<file path="src/rtl/vis_byte_framer_pkg.sv">
`default_nettype none
//==============================================================================
// Module: vis_byte_framer_pkg -- constants and FSM encoding for the byte framer
// Revision: 1.0
//==============================================================================
package vis_byte_framer_pkg;

    localparam int         C_ACCUM = 32;
    localparam logic [7:0] C_MAGIC = 8'hA5;

    typedef enum logic [1:0] {
        IDLE      = 2'd0,
        HDR_MAGIC = 2'd1,
        HDR_SEQ   = 2'd2,
        DATA      = 2'd3
    } state_t;

    function automatic int nbytes(input int accum);
        return (2 * accum) / 8;
    endfunction

endpackage
`default_nettype wire

</file>
<file path="src/rtl/vis_byte_framer_if.sv">
`default_nettype none
//==============================================================================
// Module: vis_byte_framer_if -- visibility word input and byte output streams
// Revision: 1.0
//==============================================================================
interface vis_byte_framer_if #(
    parameter int ACCUM = 32
);
    logic             s_valid_i;
    logic             s_ready_o;
    logic             s_last_i;
    logic [ACCUM-1:0] s_revis_i;
    logic [ACCUM-1:0] s_imvis_i;
    logic             m_valid_o;
    logic             m_ready_i;
    logic             m_last_o;
    logic [7:0]       m_data_o;
    logic [7:0]       seq_o;

    modport slave (
        input  s_valid_i, s_last_i, s_revis_i, s_imvis_i, m_ready_i,
        output s_ready_o, m_valid_o, m_last_o, m_data_o, seq_o
    );

    modport master (
        output s_valid_i, s_last_i, s_revis_i, s_imvis_i, m_ready_i,
        input  s_ready_o, m_valid_o, m_last_o, m_data_o, seq_o
    );
endinterface
`default_nettype wire

</file>
<file path="src/rtl/vis_byte_framer_axis_skid.sv">
`default_nettype none
//==============================================================================
// Module: axis_skid -- single-entry AXI-Stream hold register, registered ready
// Revision: 1.0
//==============================================================================
module axis_skid #(
    parameter int WIDTH = 8
) (
    input  wire logic             clk,
    input  wire logic             rst,
    input  wire logic             i_valid,
    output logic                  o_ready,
    input  wire logic [WIDTH-1:0] i_data,
    output logic                  o_valid,
    output logic [WIDTH-1:0]      o_data,
    input  wire logic             i_pop
);

    logic             r_full;
    logic             r_ready;
    logic [WIDTH-1:0] r_data;
    logic             w_push;
    logic             w_full_next;

    assign w_push      = i_valid && r_ready;
    assign w_full_next = w_push || (r_full && !i_pop);

    always_ff @(posedge clk or posedge rst) begin
        if (rst) begin
            r_full  <= 1'b0;
            r_ready <= 1'b0;
            r_data  <= '0;
        end else begin
            r_full  <= w_full_next;
            r_ready <= !w_full_next;
            if (w_push) begin
                r_data <= i_data;
            end
        end
    end

    assign o_ready = r_ready;
    assign o_valid = r_full;
    assign o_data  = r_data;

endmodule
`default_nettype wire

</file>
<file path="src/rtl/vis_byte_framer.sv">
`default_nettype none
//==============================================================================
// Module: vis_byte_framer -- 64-bit visibility words to framed 8-bit stream
// Revision: 1.0
//==============================================================================
module vis_byte_framer
    import vis_byte_framer_pkg::*;
#(
    parameter int         ACCUM  = C_ACCUM,
    parameter logic [7:0] MAGIC  = C_MAGIC,
    parameter bit         HEADER = 1'b1
) (
    input  wire logic         clock,
    input  wire logic         reset,
    vis_byte_framer_if.slave  bus
);

    localparam int NB = nbytes(ACCUM);
    localparam int KW = (NB > 1) ? $clog2(NB) : 1;

    logic                 w_hold_valid;
    logic [2*ACCUM:0]     w_hold_data;
    logic [2*ACCUM-1:0]   w_hold_vec;
    logic                 w_hold_last;
    logic                 w_pop;
    logic                 w_accept;
    logic                 w_last_byte;
    logic                 w_sof_next;
    logic                 w_sof_go;
    logic [KW-1:0]        w_k_inc;

    state_t               r_state;
    logic [2*ACCUM-1:0]   r_word;
    logic                 r_wlast;
    logic [KW-1:0]        r_k;
    logic                 r_sof;
    logic [7:0]           r_seq;
    logic                 r_m_valid;
    logic                 r_m_last;
    logic [7:0]           r_m_data;

    axis_skid #(
        .WIDTH (2*ACCUM + 1)
    ) u_skid (
        .clk     (clock),
        .rst     (reset),
        .i_valid (bus.s_valid_i),
        .o_ready (bus.s_ready_o),
        .i_data  ({bus.s_last_i, bus.s_imvis_i, bus.s_revis_i}),
        .o_valid (w_hold_valid),
        .o_data  (w_hold_data),
        .i_pop   (w_pop)
    );

    // Word vector is {imvis, revis}, so ascending byte index gives revis LSB first.
    assign w_hold_vec  = w_hold_data[2*ACCUM-1:0];
    assign w_hold_last = w_hold_data[2*ACCUM];
    assign w_accept    = r_m_valid && bus.m_ready_i;
    assign w_last_byte = (r_k == KW'(NB - 1));
    assign w_k_inc     = r_k + 1'b1;
    assign w_sof_next  = r_sof || r_wlast;
    assign w_sof_go    = (r_state == IDLE) ? r_sof : w_sof_next;
    assign w_pop       = w_hold_valid &&
                         ((r_state == IDLE) || ((r_state == DATA) && w_accept && w_last_byte));

    always_ff @(posedge clock or posedge reset) begin
        if (reset) begin
            r_state   <= IDLE;
            r_word    <= '0;
            r_wlast   <= 1'b0;
            r_k       <= '0;
            r_sof     <= 1'b1;
            r_seq     <= 8'd0;
            r_m_valid <= 1'b0;
            r_m_last  <= 1'b0;
            r_m_data  <= 8'd0;
        end else begin
            if ((r_state == DATA) && w_accept && w_last_byte && r_wlast) begin
                r_seq <= r_seq + 8'd1;
            end
            // Loading from hold covers both the IDLE start and the no-bubble reload.
            if (w_pop) begin
                r_word    <= w_hold_vec;
                r_wlast   <= w_hold_last;
                r_k       <= '0;
                r_sof     <= 1'b0;
                r_m_valid <= 1'b1;
                r_m_last  <= 1'b0;
                if (w_sof_go && HEADER) begin
                    r_state  <= HDR_MAGIC;
                    r_m_data <= MAGIC;
                end else begin
                    r_state  <= DATA;
                    r_m_data <= w_hold_vec[7:0];
                end
            end else begin
                case (r_state)
                    HDR_MAGIC: begin
                        if (w_accept) begin
                            r_state  <= HDR_SEQ;
                            r_m_data <= r_seq;
                        end
                    end
                    HDR_SEQ: begin
                        if (w_accept) begin
                            r_state  <= DATA;
                            r_k      <= '0;
                            r_m_data <= r_word[7:0];
                            r_m_last <= 1'b0;
                        end
                    end
                    DATA: begin
                        if (w_accept) begin
                            if (w_last_byte) begin
                                r_state   <= IDLE;
                                r_m_valid <= 1'b0;
                                r_m_last  <= 1'b0;
                                r_sof     <= w_sof_next;
                            end else begin
                                r_k      <= w_k_inc;
                                r_m_data <= r_word[{w_k_inc, 3'b000} +: 8];
                                r_m_last <= r_wlast && (w_k_inc == KW'(NB - 1));
                            end
                        end
                    end
                    default: begin
                    end
                endcase
            end
        end
    end

    assign bus.m_valid_o = r_m_valid;
    assign bus.m_last_o  = r_m_last;
    assign bus.m_data_o  = r_m_data;
    assign bus.seq_o     = r_seq;

endmodule
`default_nettype wire

</file>
<file path="src/flat_wrapper.sv">
// flat-port wrapper written by rule: the top's interface ports become plain ports
module vis_byte_framer_flat import vis_byte_framer_pkg::*;
#(
    parameter int         ACCUM  = C_ACCUM,
    parameter logic [7:0] MAGIC  = C_MAGIC,
    parameter bit         HEADER = 1'b1
)
  (clock, reset, bus_s_valid_i, bus_s_last_i, bus_s_revis_i, bus_s_imvis_i, bus_m_ready_i, bus_s_ready_o, bus_m_valid_o, bus_m_last_o, bus_m_data_o, bus_seq_o);
  vis_byte_framer_if #(.ACCUM(ACCUM)) bus_i ();
  input  wire logic clock;
  input  wire logic reset;
  input wire logic [$bits(bus_i.s_valid_i)-1:0] bus_s_valid_i;
  input wire logic [$bits(bus_i.s_last_i)-1:0] bus_s_last_i;
  input wire logic [$bits(bus_i.s_revis_i)-1:0] bus_s_revis_i;
  input wire logic [$bits(bus_i.s_imvis_i)-1:0] bus_s_imvis_i;
  input wire logic [$bits(bus_i.m_ready_i)-1:0] bus_m_ready_i;
  output wire logic [$bits(bus_i.s_ready_o)-1:0] bus_s_ready_o;
  output wire logic [$bits(bus_i.m_valid_o)-1:0] bus_m_valid_o;
  output wire logic [$bits(bus_i.m_last_o)-1:0] bus_m_last_o;
  output wire logic [$bits(bus_i.m_data_o)-1:0] bus_m_data_o;
  output wire logic [$bits(bus_i.seq_o)-1:0] bus_seq_o;
  assign bus_i.s_valid_i = bus_s_valid_i;
  assign bus_i.s_last_i = bus_s_last_i;
  assign bus_i.s_revis_i = bus_s_revis_i;
  assign bus_i.s_imvis_i = bus_s_imvis_i;
  assign bus_i.m_ready_i = bus_m_ready_i;
  assign bus_s_ready_o = bus_i.s_ready_o;
  assign bus_m_valid_o = bus_i.m_valid_o;
  assign bus_m_last_o = bus_i.m_last_o;
  assign bus_m_data_o = bus_i.m_data_o;
  assign bus_seq_o = bus_i.seq_o;
  vis_byte_framer #(.ACCUM(ACCUM), .MAGIC(MAGIC), .HEADER(HEADER)) u_core (.clock(clock), .reset(reset), .bus(bus_i));
endmodule
</file>
<file path="config.mk">
export PLATFORM = sky130hd
export DESIGN_NAME = vis_byte_framer_flat
export DESIGN_NICKNAME = d
export VERILOG_FILES = /design/src/rtl/vis_byte_framer_pkg.sv /design/src/rtl/vis_byte_framer_if.sv /design/src/rtl/vis_byte_framer_axis_skid.sv /design/src/rtl/vis_byte_framer.sv /design/src/flat_wrapper.sv
export SDC_FILE = /design/constraint.sdc
export NUM_CORES = 1
export LEC_CHECK = 0
export BUFFER_PORTS_ARGS = -buffer_cell sky130_fd_sc_hd__clkbuf_2
export CAP_MARGIN = 20
export CORE_UTILIZATION = 45
export DETAILED_ROUTE_END_ITERATION = 10
export SKIP_LAST_GASP = 1
export SLEW_MARGIN = 5
export SYNTH_ARGS = -nofsm -noshare
export SYNTH_HDL_FRONTEND = slang
export SYNTH_SLANG_ARGS = --single-unit
</file>
<file path="constraint.sdc">
create_clock -name clock -period 7.6 [get_ports clock]
set_clock_uncertainty 0.15 [all_clocks]
set_input_delay 1.52 -clock clock [delete_from_list [all_inputs] [get_ports clock]]
set_output_delay 1.52 -clock clock [all_outputs]
set_load 0.03 [all_outputs]
</file>
== After elaboration in Yosys (flattened, before gate mapping) ==
Cells that the tools add are included.
Word-level totals
  register bits after elaboration: 156
  bits in latches: 0
  RAM bits: 0
  ROM bits: 0
  bits of input ports: 69
  output and inout port bits: 19
  memories kept: 0
Operators by class
  add/subtract/negate cells: 2
  $mul: 0
  divide/modulo/power cells: 0
  order comparisons: 0
  equality and inequality tests: 10
  shifts and indexed selects: 1
  muxes and demuxes: 33
  bitwise operators: 0
  reduce and logical (&&, ||, !) cells: 24
Operator list (count)
  64-bit by 7-bit variable part select with 8-bit output: 1
  8-bit two-way mux: 6
  8-bit one-hot mux with 3 select lines: 1
  1-bit two-way mux: 13
  2-bit two-way mux: 6
  3-bit two-way mux: 4
  3-bit by 2-bit != test with 1-bit output (second input constant): 4
  5-bit AND reduction: 2
  8-bit by 1-bit adder with 8-bit output (second input constant): 1
  1-bit logical AND: 8
  3-bit equality test (second input constant): 2
  2-bit one-hot mux with 3 select lines: 1
  3-bit one-hot mux with 2 select lines: 1
  3-bit AND reduction: 2
  2-bit nonzero test: 3
  2-bit equality test (second input constant): 2
  4-bit AND reduction: 1
  4-bit nonzero test: 1
  3-bit by 1-bit adder with 3-bit output (second input constant): 1
  1-bit logical OR: 3
  3-bit != test (second input constant): 1
  3-bit nonzero test: 1
  2-bit by 1-bit equality test with 1-bit output (second input constant): 1
  1-bit logical NOT: 2
  2 further kinds: 2

== Longest topological paths before layout ==
Gate-level depths: netlist of run 1.
  depth in word-level cells: 9
  gate-level depth with buffers: 8

== Modules after synthesis ==
A second synthesis of run 1 with hierarchy kept.
Second synthesis, totals
  cells, all modules: 614
  area, all modules: 7038.0 sq um
By module, submodules not included
  vis_byte_framer: times used 1, cells an instance 470, area an instance 4440.5 sq um, sequential area each 2228.4 sq um
  axis_skid: times used 1, cells an instance 144, area an instance 2597.5 sq um, sequential area each 1676.6 sq um

== Least setup slack after synthesis of run 1 ==
Ideal clock, no wire load.
  path kind: input -> register
  start point: in bus_m_ready_i
  end point: reg u_core.r_word[10]
  setup time: 0.125 ns
  arrival: 2.622 ns
  required time: 7.325 ns
  path slack: 4.703 ns
  cell stages on the path: 6
  path through: and3_1 -> a31oi_1 -> nand2b_4 -> buf_6 -> buf_6 -> mux2_4
Between the ends
  word-level cells in the longest chain between the ends: 5
Ends and longest elaborated chain
  start: declaration: RTL line flat_wrapper.sv:16  | input wire logic [$bits(bus_i.m_ready_i)-1:0] bus_m_ready_i;
  1-bit logical AND: RTL line vis_byte_framer.sv:58  | assign w_accept = r_m_valid && bus.m_ready_i;
  1-bit logical AND (2 in a row): RTL line vis_byte_framer.sv:64  | ((r_state == IDLE) || ((r_state == DATA) && w_accept && w_last_byte));
  1-bit logical OR: RTL line vis_byte_framer.sv:64
  1-bit logical AND: RTL line vis_byte_framer.sv:63  | assign w_pop = w_hold_valid &&
  end signal: assignment: RTL line vis_byte_framer.sv:83  | r_word <= w_hold_vec;
  end: declaration: RTL line vis_byte_framer.sv:33  | logic [2*ACCUM-1:0] r_word;
No other way between the ends.
A chain may end at the register's enable or synchronous reset.

== Worst setup path after layout of run 1 ==
  start point: in bus_m_ready_i
  end point: reg u_core.r_word[51]
Same word-level chain as after synthesis.

==> results_dict.tcl, run 1 <==
set metrics [dict create \
    final_common_cell "dfrtp_1" \
    fin_nets 641 \
    fp.dieH_um 125.9 \
    register_area_sq_um 3905 \
    power_density_nw_per_um2 254.7 \
    slowest_stage "mux2_2" \
    cts_tree "built" \
    dieArea_sq_um 15840 \
    timing.final.ws_setup_ns 4.629 \
    fillers 1269 \
    syn_inst 486 \
    hold_viol_final 0 \
    core_area_sq_um 14750 \
    grt_pass1_wl_um 23650 \
    path_depth 6 \
    path_clk_slew_ns 0.06 \
    crit_required_ns 7.76 \
    antenna_found_initial 0 \
    synthFlopType "dfrtp_1" \
    synth_edf_count 0 \
    preCtsSetupSlack_ns 3.908 \
    final-setup-viol-count 0 \
    yosys.cell_types.count 44 \
    pwr-share-comb_pct 8.4 \
    hold_class "reg2reg" \
    cts_hold_buf 0 \
    wirelength_um 14200 \
    clockRootBuffer "clkbuf_16" \
    worst-path-buf-inv 2 \
    rows 44 \
    r2r_start "u_core.r_k[0]" \
    r2r-end "u_core.r_word[51]" \
    status "completed" \
    multi_input_area_sq_um 2808 \
    period_minus_slack_ns 2.971 \
    synthToLayoutAreaGrowth_pct 16.78 \
    cpLargestDelayFamily "simple AND/OR/NAND/NOR gates" \
    synth_nets 559 \
    critPathMaxStageDelay_ns 0.37 \
    drt_pass1_iterations 5 \
    syn_area_per_cell_sq_um 14.20 \
    seqPwrFrac_pct 50.9 \
    top_level_ports 88 \
    ys.warnings.count 0 \
    grt_max_degree 80 \
    swShare_pct 23.80 \
    htreeDepth 4 \
    cts_buffers 17 \
    synthArstFlopShare_pct 100.0 \
    drt_iter0_drc 336 \
    die_w_um 125.9 \
    drc 0 \
    cts.sinks 156 \
    drive_above_1_share_pct 44.58 \
    utilization_pct 54.64 \
    path_max_fanout 46 \
    ctsResizeCount 0 \
    diodes 0 \
    crit_arrival_ns 3.14 \
    slew_viol_final 0 \
    grt.overflow.total 0 \
    p_total_mw 2.053 \
    antenna_left 0 \
    ir_worst_vdd_uv 169.1 \
    slew_headroom_pct 42.64 \
    synth-seq-cells 156 \
    layout_common_cells "dfrtp_1 (155), mux2_2 (92), clkbuf_2 (87)" \
    hpwl_um 9520 \
    start_util_pct 46.79 \
    end_kind "register" \
    clk-insertion-delay-late_ns 0.43 \
    internal-power_mw 1.564 \
    rsz0062_at_grt "false" \
    wire_per_inst_um 18.56 \
    grtUsageTotal_pct 19.60 \
    crit_chain "clkbuf_2 -> and3_1 -> a31oi_1 -> nand2b_4 -> buf_16 -> mux2_2" \
    clkPwrFrac_pct 40.8 \
    cts_buffer_depth 2 \
    vias_per_cell 5.510 \
    finalInstanceArea_sq_um 8061 \
    first_global_vias 4384 \
    gp_congestion 0.8363 \
    postCtsSetupBuffers 0 \
    hold_path.startpoint "u_core.u_skid.o_data[51]" \
    cap_violations 0 \
    min_delay_path_depth 1 \
    hold_end "u_core.r_word[51]" \
    place_area_sq_um 7432 \
    fin_tns_setup_ns 0 \
    fmax_mhz 336.6 \
    r2r_setup_slack_ns 4.98 \
    ff2ff_path_depth 6 \
    synth-seq-area-share_pct 56.57 \
    criticalPathCategory "in2reg" \
    worst_pin_slew_ns 0.8604 \
    p_leak_nw 3.882 \
    num_vias 4215 \
    switching_power_mw 0.4886 \
    syn_area_sq_um 6903 \
    finalCritPeriodShare_pct 39.09 \
    port_buffers 87 \
    cp-start-kind "input pin" \
]
## layer usage
layer	routed length, um	share of wire (%)	GRT usage (%)	vias to the layer above
met5	0	0	0	-
met1	6972	49	27.80	2140
met4	216	1.5	7.087	0
met3	609	4.3	4.758	14
li1	-	-	-	1950
met2	6404	45	29.31	111
## synth_stat cells, types with 2 or more instances
master	number	area, sq um
mux2i_1	32	320.3
nand3_1	7	35.03
inv_1	7	26.28
o32ai_1	2	17.52
and2_1	3	18.77
dfrtp_1	155	3879
mux2_4	39	585.6
and4b_1	2	20.02
nand2_1	12	45.04
xnor2_1	5	43.79
buf_6	5	56.30
o22ai_1	5	31.28
a31oi_1	5	31.28
clkbuf_1	5	18.77
nor2b_1	2	12.51
nand2b_1	2	12.51
ha_1	4	50.05
a22o_1	6	52.55
mux2_2	92	1036
nor2_1	11	41.29
o21ai_0	11	55.05
and3_1	5	31.28
nand4_1	3	18.77
buf_2	15	75.07
buf_1	3	11.26
xor2_1	2	17.52
a32oi_1	4	35.03
a222oi_1	4	40.04
a21oi_1	11	55.05
a22oi_1	13	97.59
## power by group through the flow
stage | clock network [mW] | logic (mW) | registers [mW]
2_1_floorplan | 0 | 0.138 | 1.02
3_3_place_gp | 0 | 0.166 | 1.06
3_5_place_dp | 0 | 0.174 | 1.06
4_1_cts | 0.857 | 0.176 | 1.05
5_1_grt | 0.895 | 0.193 | 1.06
6_report | 0.837 | 0.172 | 1.04
## worst max-delay path by stage
stage                  startpoint                      to  slack, ns
finish              bus_m_ready_i       u_core.r_word[51]       4.63
global route        bus_m_ready_i       u_core.r_word[51]       4.48
CTS                 bus_m_ready_i       u_core.r_word[57]       4.37
detailed placement  bus_m_ready_i       u_core.r_word[49]       3.91
global placement    bus_m_ready_i       u_core.r_word[54]       3.97
floorplan                   reset  u_core.bus.m_data_o[0]       1.73
## through the flow
step | hold slack [ns] | std cells
after floorplan | 0.3225 | 486
after global placement | 0.3378 | 731
after detailed placement | 0.3405 | 731
after CTS | 0.3581 | 763
after global routing | 0.3649 | 765
final | 0.3499 | 765
## flip-flops by register name (all words and copies together) (netlist names), 2 cells and up
register	flops
u_core.r_word	64
u_core.r_k	3
u_core.bus.seq_o	8
u_core.u_skid.o_data	65
u_core.bus.m_data_o	8
u_core.r_state	2
## cell families (layout without fill, tap and decap cells)
family / after synthesis / count (layout) / share of synthesized area [%]
xor+xnor: 7 / 7 / 0.8882
compound gates: 67 / 67 / 6.743
fa+ha+maj: 4 / 4 / 0.7251
mux: 163 / 163 / 28.13
buf+inv: 36 / 131 / 2.791
simple gates: 53 / 53 / 4.151
flops: 156 / 156 / 56.57
## layout make-up
cell class | count | share of cell area [%]
sequential | 156 | 48.44
multi-input combinational | 294 | 34.83
timing repair buffer | 92 | 6.270
clock buffer | 18 | 5.448
tap | 184 | 2.856
clock inverter | 14 | 1.769
inverter | 7 | 0.3880
Note: power is estimated with default switching activity, not from simulation.
==> run 2, diff against run 1 <==
clock period = 2.9 ns   (was 7.6 ns; I/O delays follow)
==> run 2 against run 1 <==
Global-route usage shrank 0.098 points. Setup slack lost 4.2 ns. Combinational power grew to 2.6 times the previous value. Routed wire length is essentially flat. Die area is the same. Largest cell class unchanged. Non-clock buffer count grew 7. Critical path depth is the same. Sequential share of layout area shrank 0.83 points. Critical endpoint is now u_core.r_word[19]. Flip-flop and latch count is the same. Sequential power grew to 2.6 times the previous value.
==> results_dict.tcl, run 2 (same netlist as run 1, synthesis figures left out) <==
set metrics [dict create \
    dieArea_sq_um 15840 \
    fillers 1246 \
    dr_wl_met2_um 6516 \
    cts_hold_buf 0 \
    rows 44 \
    rsz0062_at_grt "false" \
    r2r_start "u_core.r_k[0]" \
    grt_max_degree 57 \
    drive_above_1_share_pct 45.14 \
    crit_required_ns 3.05 \
    cts_tree "built" \
    antenna_left 0 \
    swShare_pct 22.79 \
    htreeDepth 4 \
    path_max_fanout 23 \
    clk-insertion-delay-late_ns 0.43 \
    period_minus_slack_ns 2.455 \
    hold_class "in2async" \
    postCtsSetupBuffers 0 \
    wl_met3_um 619 \
    wirelength_um 14220 \
    grt_pass1_wl_um 23580 \
    grt.overflow.total 0 \
    ir_worst_vdd_uv 414.1 \
    internal-power_mw 4.282 \
    drt_pass1_iterations 4 \
    hold_viol_final 0 \
    multi_input_area_sq_um 2808 \
    vias_per_cell 5.490 \
    preCtsSetupSlack_ns 0.4518 \
    clockRootBuffer "clkbuf_16" \
    first_global_vias 4400 \
    cts.sinks 156 \
    core_area_sq_um 14750 \
    crit_arrival_ns 2.61 \
    power_density_nw_per_um2 676.2 \
    worst_pin_slew_ns 0.8097 \
    cp-start-kind "register" \
    cts_buffer_depth 2 \
    layout_common_cells "dfrtp_1 (155), mux2_2 (92), clkbuf_2 (87)" \
    p_total_mw 5.547 \
    fin_cells 771 \
    clkPwrFrac_pct 42.4 \
    grtUsageTotal_pct 19.50 \
    dpl.cell_count 740 \
    status "completed" \
    fp.dieH_um 125.9 \
    pwr-share-comb_pct 8.2 \
    wl_met1_um 6829 \
    ctsResizeCount 0 \
    fmax_mhz 407.3 \
    end_kind "register" \
    final-setup-viol-count 0 \
    path_clk_slew_ns 0.06 \
    register_area_sq_um 3905 \
    top_level_ports 88 \
    start_util_pct 46.79 \
    utilization_pct 55.60 \
    criticalPathCategory "reg2reg" \
    final_common_cell "dfrtp_1" \
    drt_iter0_drc 260 \
    fin_tns_setup_ns 0 \
    slew_headroom_pct 45.91 \
    antenna_found_initial 0 \
    cts_buffers 17 \
    seqPwrFrac_pct 49.4 \
    r2r_setup_slack_ns 0.44 \
    drc 0 \
    synthToLayoutAreaGrowth_pct 18.83 \
    switching_power_mw 1.264 \
    p_leak_nw 3.955 \
    gp_congestion 0.8713 \
    cap_violations 0 \
    port_buffers 87 \
    wire_per_inst_um 18.44 \
    num_vias 4233 \
    timing.final.ws_setup_ns 0.4449 \
    top_layer "met4" \
    largest_reg_flops 65 \
    fin_nets 648 \
    finalCritPeriodShare_pct 84.66 \
    diodes 0 \
    startpoint "u_core.r_k[0]" \
    hpwl_um 10150 \
    die_w_um 125.9 \
    slew_viol_final 0 \
]
run 2: layer usage:
metal,GRT usage (%),up-vias
met5,0,-
met4,7.583,0
met3,4.630,18
met2,29.58,107
met1,27.20,2149
li1,-,1959
run 2: final timing paths:
check,cells past startpoint,endpoint
max reg2reg,6,u_core.r_word[19]
min,2,u_core.r_word[29]
max in group asynchronous,3,u_core.u_skid.o_data[23]
max,6,u_core.r_word[19]
min in group clock,2,u_core.u_skid.o_data[53]
min reg2reg,1,u_core.r_word[10]
run 2: worst max-delay path, stage by stage (launching register included):
cell	delay, ns
dfrtp_1	0.45
ha_1	0.24
ha_1	0.31
a31oi_1	0.26
nand2b_4	0.34
buf_12	0.25
mux2_4	0.32
run 2: power groups by stage:
| stage | logic, mW | registers, mW | clock network, mW |
|---|---|---|---|
| floorplan | 0.363 | 2.67 | 0 |
| global placement | 0.443 | 2.78 | 0 |
| detailed placement | 0.465 | 2.79 | 0 |
| CTS | 0.468 | 2.75 | 2.41 |
| global route | 0.509 | 2.78 | 2.51 |
| finish | 0.455 | 2.74 | 2.35 |
run 2: cell type report:
| cell class | count | share of cell area (%) |
|---|---|---|
| clock inverters | 13 | 2.318 |
| inverters | 7 | 0.3661 |
| multi-input cells | 294 | 34.23 |
| clock buffers | 18 | 5.354 |
| flip-flops and latches | 156 | 47.61 |
| repair buffers | 99 | 7.322 |
| well taps | 184 | 2.807 |
run 2: metrics by stage:
stage          hold WS (ns)  area [sq um]
4_1_cts              0.1426          8203
2_1_floorplan        0.3225          6907
3_5_place_dp         0.3409          7574
5_1_grt              0.1936          8203
6_report             0.1412          8203
3_3_place_gp         0.3384          7574
